--- src/rtl/video_axis_pkg.sv ---
// Shared definitions for the video AXI4-Stream blocks.
//   RGB_WIDTH      : bits per RGB888 pixel
//   merge_state_t  : frame_pair_merger alignment state
//   pixel_pair_t   : layout of a joined pixel pair, previous frame in the upper half
package video_axis_pkg;

    localparam int RGB_WIDTH = 24;

    typedef enum logic {
        SYNC = 1'b0,
        RUN  = 1'b1
    } merge_state_t;

    typedef struct packed {
        logic [RGB_WIDTH-1:0] prev;
        logic [RGB_WIDTH-1:0] cur;
    } pixel_pair_t;

endpackage

--- src/rtl/axis_skid_buffer.sv ---
// Two-entry AXI4-Stream skid buffer with fully registered outputs.
// The output register presents the head beat; a second register catches the
// beat accepted while the output is stalled. s_tready is a flop (skid slot
// empty), so it never depends combinationally on m_tready.
//   clk, srst          : clock, synchronous active-high reset
//   s_tdata/tvalid     : upstream beat (only asserted when s_tready is high)
//   s_tready           : registered, high while at least one slot is free
//   m_tdata/tvalid     : registered downstream beat
//   m_tready           : downstream accept
module axis_skid_buffer #(
    parameter int WIDTH = 50
) (
    input  logic             clk,
    input  logic             srst,
    input  logic [WIDTH-1:0] s_tdata,
    input  logic             s_tvalid,
    output logic             s_tready,
    output logic [WIDTH-1:0] m_tdata,
    output logic             m_tvalid,
    input  logic             m_tready
);

    logic [WIDTH-1:0] out_data_reg;
    logic             out_valid_reg;
    logic [WIDTH-1:0] skid_data_reg;
    logic             skid_valid_reg;

    always_ff @(posedge clk) begin
        if (srst) begin
            out_data_reg   <= '0;
            out_valid_reg  <= 1'b0;
            skid_data_reg  <= '0;
            skid_valid_reg <= 1'b0;
        end else if (!out_valid_reg || m_tready) begin
            // Output slot frees this cycle: drain the skid entry first to keep order.
            // When the skid entry is occupied s_tready is low, so nothing is pushed.
            if (skid_valid_reg) begin
                out_data_reg   <= skid_data_reg;
                out_valid_reg  <= 1'b1;
                skid_valid_reg <= 1'b0;
            end else begin
                out_valid_reg <= s_tvalid;
                if (s_tvalid) begin
                    out_data_reg <= s_tdata;
                end
            end
        end else if (s_tvalid && !skid_valid_reg) begin
            skid_data_reg  <= s_tdata;
            skid_valid_reg <= 1'b1;
        end
    end

    assign s_tready = !skid_valid_reg;
    assign m_tdata  = out_data_reg;
    assign m_tvalid = out_valid_reg;

endmodule

--- src/rtl/frame_pair_merger.sv ---
// Joins the current-frame and previous-frame AXI4-Stream video streams into a
// single pixel-pair stream {prev, cur}, aligned on start-of-frame (tuser).
//   aclk, areset               : clock, synchronous active-high reset
//   cur_*  (tdata/tvalid/tuser/tlast/tready)  : live video input
//   prev_* (tdata/tvalid/tuser/tlast/tready)  : frame-buffer read-back input
//   pair_* (tdata/tvalid/tuser/tlast/tready)  : joined output, registered
//   stat_clear                 : pulse clearing resync_count and tlast_mismatch
//   resync_count               : saturating count of RUN -> SYNC transitions
//   tlast_mismatch             : sticky, a joined beat had differing tlast
module frame_pair_merger
    import video_axis_pkg::*;
#(
    parameter int TDATA_WIDTH = RGB_WIDTH,
    parameter int CNT_WIDTH   = 16
) (
    input  logic                     aclk,
    input  logic                     areset,
    input  logic [TDATA_WIDTH-1:0]   cur_tdata,
    input  logic                     cur_tvalid,
    input  logic                     cur_tuser,
    input  logic                     cur_tlast,
    output logic                     cur_tready,
    input  logic [TDATA_WIDTH-1:0]   prev_tdata,
    input  logic                     prev_tvalid,
    input  logic                     prev_tuser,
    input  logic                     prev_tlast,
    output logic                     prev_tready,
    output logic [2*TDATA_WIDTH-1:0] pair_tdata,
    output logic                     pair_tvalid,
    output logic                     pair_tuser,
    output logic                     pair_tlast,
    input  logic                     pair_tready,
    input  logic                     stat_clear,
    output logic [CNT_WIDTH-1:0]     resync_count,
    output logic                     tlast_mismatch
);

    // Skid entry: {tuser, tlast, prev pixel, cur pixel}
    localparam int SKID_WIDTH = 2 * TDATA_WIDTH + 2;

    merge_state_t           state_reg, state_next;
    logic [CNT_WIDTH-1:0]   resync_count_reg;
    logic                   tlast_mismatch_reg;

    logic                   skid_in_ready;
    logic                   push;
    logic                   resync_event;
    logic                   both_valid;
    logic [SKID_WIDTH-1:0]  skid_in_data;
    logic [SKID_WIDTH-1:0]  skid_out_data;

    assign both_valid = cur_tvalid && prev_tvalid;

    always_comb begin
        state_next   = state_reg;
        cur_tready   = 1'b0;
        prev_tready  = 1'b0;
        push         = 1'b0;
        resync_event = 1'b0;
        if (!areset) begin
            case (state_reg)
                SYNC: begin
                    // Mid-frame beats are flushed; a start-of-frame head waits for its partner.
                    if (cur_tvalid && !cur_tuser) begin
                        cur_tready = 1'b1;
                    end
                    if (prev_tvalid && !prev_tuser) begin
                        prev_tready = 1'b1;
                    end
                    if (both_valid && cur_tuser && prev_tuser && skid_in_ready) begin
                        cur_tready  = 1'b1;
                        prev_tready = 1'b1;
                        push        = 1'b1;
                        state_next  = RUN;
                    end
                end
                RUN: begin
                    if (both_valid) begin
                        if (cur_tuser == prev_tuser) begin
                            if (skid_in_ready) begin
                                cur_tready  = 1'b1;
                                prev_tready = 1'b1;
                                push        = 1'b1;
                            end
                        end else begin
                            // One stream hit a new frame early: realign without popping either head.
                            state_next   = SYNC;
                            resync_event = 1'b1;
                        end
                    end
                end
                default: state_next = SYNC;
            endcase
        end
    end

    always_ff @(posedge aclk) begin
        if (areset) begin
            state_reg          <= SYNC;
            resync_count_reg   <= '0;
            tlast_mismatch_reg <= 1'b0;
        end else begin
            state_reg <= state_next;

            // A new event outranks a simultaneous clear.
            if (resync_event) begin
                if (stat_clear) begin
                    resync_count_reg <= CNT_WIDTH'(1);
                end else if (resync_count_reg != {CNT_WIDTH{1'b1}}) begin
                    resync_count_reg <= resync_count_reg + CNT_WIDTH'(1);
                end
            end else if (stat_clear) begin
                resync_count_reg <= '0;
            end

            if (push && (cur_tlast != prev_tlast)) begin
                tlast_mismatch_reg <= 1'b1;
            end else if (stat_clear) begin
                tlast_mismatch_reg <= 1'b0;
            end
        end
    end

    assign skid_in_data = {cur_tuser, cur_tlast, prev_tdata, cur_tdata};

    axis_skid_buffer #(
        .WIDTH (SKID_WIDTH)
    ) u_skid (
        .clk      (aclk),
        .srst     (areset),
        .s_tdata  (skid_in_data),
        .s_tvalid (push),
        .s_tready (skid_in_ready),
        .m_tdata  (skid_out_data),
        .m_tvalid (pair_tvalid),
        .m_tready (pair_tready)
    );

    assign pair_tuser     = skid_out_data[SKID_WIDTH-1];
    assign pair_tlast     = skid_out_data[SKID_WIDTH-2];
    assign pair_tdata     = skid_out_data[2*TDATA_WIDTH-1:0];
    assign resync_count   = resync_count_reg;
    assign tlast_mismatch = tlast_mismatch_reg;

endmodule
--- config.mk ---
export PLATFORM = sky130hd
export DESIGN_NAME = frame_pair_merger
export DESIGN_NICKNAME = d
export VERILOG_FILES = /design/src/rtl/video_axis_pkg.sv /design/src/rtl/axis_skid_buffer.sv /design/src/rtl/frame_pair_merger.sv
export SDC_FILE = /design/constraint.sdc
export NUM_CORES = 1
export LEC_CHECK = 0
export ABC_CLOCK_PERIOD_IN_PS = 2600
export CAP_MARGIN = 20
export CORE_ASPECT_RATIO = 0.9
export CORE_MARGIN = 8
export CORE_UTILIZATION = 41
export DETAILED_ROUTE_END_ITERATION = 8
export PLACE_DENSITY = 0.69
export SKIP_LAST_GASP = 1
export SLEW_MARGIN = 20
export SYNTH_ARGS = -nofsm -noshare
export SYNTH_HDL_FRONTEND = slang
export SYNTH_SLANG_ARGS = --single-unit
--- constraint.sdc ---
create_clock -name aclk -period 2.6 [get_ports aclk]
set_input_delay 0.52 -clock aclk [delete_from_list [all_inputs] [get_ports aclk]]
set_output_delay 0.52 -clock aclk [all_outputs]
set_load 0.01 [all_outputs]
======== Word-level counts from Yosys, hierarchy flattened ========
Index checks and enable logic that the tools add are counted.
cells by class
  bitwise operators ....................... 2
  eq/ne operators ......................... 3
  multiplexer cells ....................... 30
  add/subtract/negate cells ............... 1
  reductions and logical operators ........ 21
operators by type and width
  cell                                            count
  two-way mux 50 bit                              2
  two-way mux 16 bit                              4
  two-way mux 1 bit                               20
  adder 16 x 1 -> 16 bit (second input constant)  1
  inequality test 16 bit (second input constant)  1
  logical AND 1 bit                               8
  case mux 1 bit (2 select lines)                 4
  nonzero test 2 bit                              4
  AND reduction 2 bit                             3
  zero test 1 bit                                 4
  NOT 1 bit                                       2
  OR reduction 2 bit                              1
  == test 1 bit                                   1
  logical OR 1 bit                                1
  inequality test 1 bit                           1
storage, ports and cells
  flip-flop bits (word level) ............. 120
  logic and storage cells ................. 64
  input port bits ......................... 58
  output and inout bits ................... 70

======== Logic depth before layout (Yosys ltp) ========
  depth in word-level cells ............... 9
  depth in mapped cells ................... 7
  depth with buffers taken out ............ 5

======== Cells and area by module ========
Synthesis repeated with hierarchy kept, for this count alone.
unflattened totals
  cells, all modules ...................... 586
  area total of the unflattened synthesis .. 5375.2 sq um
modules (own cells, without submodules)
  module             sequential area each (sq um)  area each (sq um)  cells an instance  times used
  axis_skid_buffer   2042.0                        4346.7             458                1
  frame_pair_merger  360.3                         1028.5             128                1

======== Worst setup path before layout ========
OpenSTA, ideal clock, no wires.
  kind .................................... reg2reg
  start ................................... register resync_count_reg[0], in the netlist resync_count[0]
  end ..................................... register resync_count_reg[14], in the netlist resync_count[14]
  arrival ................................. 1848 ps
  buffers on the path ..................... 0
  path slack .............................. 681 ps
  setup time .............................. 70 ps
  clock period less this slack ............ 1919 ps
  required time ........................... 2530 ps
  stages on the path, launching flop included .. 6
  path through ............................ dfxtp_1 > ha_1 > nand3_2 > or4_1 > or4_1 > a21oi_1
between the ends
  word-level cells in the longest chain between the ends .. 4
  elaborated cells on any way between the ends .. 7
  those cells by class .................... add/sub: 1; eq/ne: 1; mux: 3; reduce/logical: 2
ends and longest elaborated chain
  item                    line                      text
  from (decl)             frame_pair_merger.sv:42   logic [CNT_WIDTH-1:0] resync_count_reg;
  from (signal assigned)  frame_pair_merger.sv:110  resync_count_reg <= resync_count_reg + CNT_WIDTH'(1);
  adder 16 x 1 -> 16 bit  frame_pair_merger.sv:110
  two-way mux 16 bit      frame_pair_merger.sv:109  end else if (resync_count_reg != {CNT_WIDTH{1'b1}}) begin
  two-way mux 16 bit      frame_pair_merger.sv:107  if (stat_clear) begin
  two-way mux 16 bit      frame_pair_merger.sv:106  if (resync_event) begin
Parallel ways exist; a longest one is shown, timed or not. The select of a mux whose other input is x is not followed.
A chain may end at the register's enable or synchronous reset.

======== Final worst setup path ========
  start ................................... input prev_tvalid
  end ..................................... output cur_tready
between the ends
  word-level cells in the longest chain between the ends .. 7
  elaborated cells on any way between the ends .. 8
  those cells by class .................... mux: 4; reduce/logical: 4
ends and longest elaborated chain
  item                                 line                     text
  from (decl)                          frame_pair_merger.sv:24  input logic prev_tvalid,
  logical AND 1 bit (*)                frame_pair_merger.sv:52  assign both_valid = cur_tvalid && prev_tvalid;
  logical AND 1 bit (3 in series)      frame_pair_merger.sv:70  if (both_valid && cur_tuser && prev_tuser && skid_in_ready) begin
  two-way mux 1 bit                    frame_pair_merger.sv:70
  case mux 1 bit (2 select lines) (*)  frame_pair_merger.sv:61  case (state_reg)
  two-way mux 1 bit (*)                frame_pair_merger.sv:60  if (!areset) begin
  to (decl)                            frame_pair_merger.sv:22  output logic cur_tready,
Every way passes the cells marked *; elsewhere a longest branch is shown, timed or not.

==> results.tsv <==
metric	value	unit
status	completed	
clkTransAtPathRegs	0.06	ns
final_cells	884	
hold_class	reg2reg	
yosys_register_bits	120	
fmax	0.390	GHz
async_reset_ff_share	0	%
finalHoldViolCount	0	
worst_slack	0.0386	ns
yosys_warnings	0	
rows	38	
grt_pass1_vias	4907	
dieArea	15700	um^2
nets	770	
syn_nets	648	
io-pin-count	128	
grt-ovfl-total	0	
cp_cell_sequence	clkdlybuf4s50_1 > or3b_1 > a21oi_1 > a31o_2 > and3_1 > dlygate4sd2_1	
insertedDiodeCount	0	
dp_cells	852	
tightestPinTransition	0.632	ns
synth.top_cell.area_share	49.2	%
antenna_found_initial	0	
drtIter0Drc	560	
max_stage_delay	0.48	ns
final_util	58.9	%
peakVddDrop	0.000445	V
dpl_cell_area	6380	um^2
rsz0062_at_grt	no	
grt_pass1_wl	24700	um
fp.dieH	120	um
min_from	u_skid.skid_data_reg[0]$_SDFFE_PP0P_	
finalCritPeriodShare	98.5	%
port_buffers	127	
grt_max_degree	55	
area_delta_synth_final	42.9	%
routed_wl	15400	um
vias	5007	
start_util	41.2	%
ys.flop_type	dfxtp_1	
core-area	11800	um^2
startpoint_type	primary input	
hold_end	u_skid.skid_data_reg[0]$_SDFFE_PP0P_	
seq_area_frac_synth	49.2	%
critPathTopFamily	buffers and inverters	
reg2reg_to	resync_count[14]$_SDFFE_PP0P_	
clock_latency	0.41	ns
r2r_cells	5	
drv_cap	0	
skew	0.0109	ns
finalMaxSlewViolations	0	
gp_congestion	0.877	
whs_path_depth	2	
syn-mean-instance-area	8.29	um^2
synth.largest_area_cell	dfxtp_1	
vias_per_cell	5.66	
critPathMaxFanout	2	
numCtsBuffers	17	
yosysMostFrequentCell	nand2_1	
dp_slack	-0.328	ns
netlist_instances	589	
dr.pass1.iters	5	
drtAntennaViolNets	0	
synth_edf_count	0	
grtUsageTotal	19.7	%
tns	0	ns
critPathBufInv	2	
cts.root.buffer_cell	clkbuf_16	
syn-cell-area	4880	um^2
drc	0	
leakagePower	2.62	nW
end_kind	output pin	
r2r_slack	0.56	ns
clock-sinks	120	
die_w	131	um
drive_gt1_share	9.25	%
cp.required	2.08	ns
setup-violations-final	0	
cts_buffer_depth	2	
cts_tree	yes	
slowest_stage	clkdlybuf4s50_1	
yosys.cell_types.count	52	
post-dp-hpwl	10000	um
path_class	in2out	
layout_min_cycle_time	2.56	ns
htreeDepth	4	
p_per_area	662	nW/um^2
synthTopCellsByCount	nand2_1 (161), dfxtp_1 (120), a21oi_1 (66), a22oi_1 (49), o22ai_1 (49)	
r2r_start	resync_count[0]$_SDFFE_PP0P_	
arrival	2.04	ns
final_cell_area	6980	um^2
cts_setup_buffers	0	
maxSlewHeadroom	57.9	%
synthTopCellsByArea	dfxtp_1 (49%), nand2_1 (12%), a22oi_1 (7.5%)	
post_drt_wl_per_cell	17.4	um
layout make-up:
cell class | instances | area, um^2
sequential | 120 | 2400
clock buffer | 19 | 433
multi-input combinational | 416 | 2280
clock inverter | 13 | 170
fill | 1002 | 4860
timing repair buffer | 151 | 1470
tap | 160 | 200
inverter | 5 | 18.8
placed cells by master, fill, tap and decap left out, types with 2 or more instances in the layout:
master | netlist | final
clkbuf_16 | 0 | 17
clkbuf_1 | 37 | 2
nand2b_1 | 3 | 2
o21ai_1 | 2 | 2
nor2b_1 | 3 | 3
or4_1 | 11 | 11
dlygate4sd2_1 | 0 | 3
buf_4 | 2 | 22
clkinv_4 | 0 | 3
and4_1 | 2 | 2
and3_1 | 2 | 2
and2_1 | 2 | 2
o22ai_1 | 49 | 49
nor4_1 | 2 | 2
nand2_1 | 161 | 161
a22oi_1 | 49 | 49
buf_12 | 0 | 2
o21ai_0 | 2 | 2
a21oi_1 | 66 | 66
nor2_1 | 10 | 10
bufinv_16 | 0 | 3
o31ai_1 | 8 | 8
mux2i_1 | 2 | 2
nand3_1 | 4 | 4
a31oi_1 | 2 | 2
clkinvlp_4 | 0 | 3
clkdlybuf4s50_1 | 0 | 123
o211ai_1 | 4 | 4
nor3b_1 | 2 | 2
nor3_1 | 2 | 2
dfxtp_1 | 120 | 120
nand4_1 | 3 | 3
inv_6 | 0 | 3
inv_1 | 3 | 3
inv_2 | 2 | 2
metrics by stage:
| stage | power (mW) | hold slack [ns] |
|---|---|---|
| finish | 4.62 | 0.452 |
| detailed placement | 2.25 | 0.448 |
| global placement | 2.24 | 0.441 |
| global route | 4.76 | 0.471 |
| CTS | 4.64 | 0.456 |
| floorplan | 2.03 | 0.436 |
worst max-delay path by stage:
stage,to,slack (ns),cells past startpoint,from
6_report,cur_tready,0.04,6,prev_tvalid
5_1_grt,cur_tready,0.01,6,prev_tvalid
4_1_cts,cur_tready,0.03,6,prev_tvalid
3_5_place_dp,cur_tready,-0.33,6,prev_tuser
3_3_place_gp,cur_tready,-0.32,6,prev_tuser
2_1_floorplan,resync_count[14]$_SDFFE_PP0P_,0.68,5,resync_count[0]$_SDFFE_PP0P_
where the power goes:
part | switching (mW) | total, mW | internal (mW)
clock network | 0.890 | 2.41 | 1.52
registers | 0.0215 | 1.89 | 1.87
logic | 0.142 | 0.314 | 0.172
total | 1.05 | 4.62 | 3.56
worst reg2reg max path, delay by kind of cell, from the launching register on:
family | cells | cell delay [ns]
compound gates | 1 | 0.14
flops | 1 | 0.42
fa+ha+maj | 1 | 0.25
simple gates | 3 | 1.17
what timing repair did:
item / 4_1_cts / 5_1_grt
hold buffers: 0 / 0
endpoints found under the setup margin: 2 / 0
resized for setup: 3 / 0
kinds of logic after synthesis:
logic type,after synthesis,share of synthesized area (%)
DFF,120,49.2
and+or+nand+nor,218,20.1
adders and majority gates,1,0.256
AOI/OAI and AO/OA,193,25.2
xor gates and xnor gates,2,0.359
buffers and inverters,53,4.46
muxes,2,0.410
metal layers:
metal	vias to the layer above	GRT usage [%]	part of all wire, %
met4	0	8.03	1.7
met3	22	6.16	8.6
li1	2377	-	-
met2	204	31.6	48
met1	2404	24.0	42
met5	-	0	0
No activity file was read; power rests on OpenSTA's default activity.
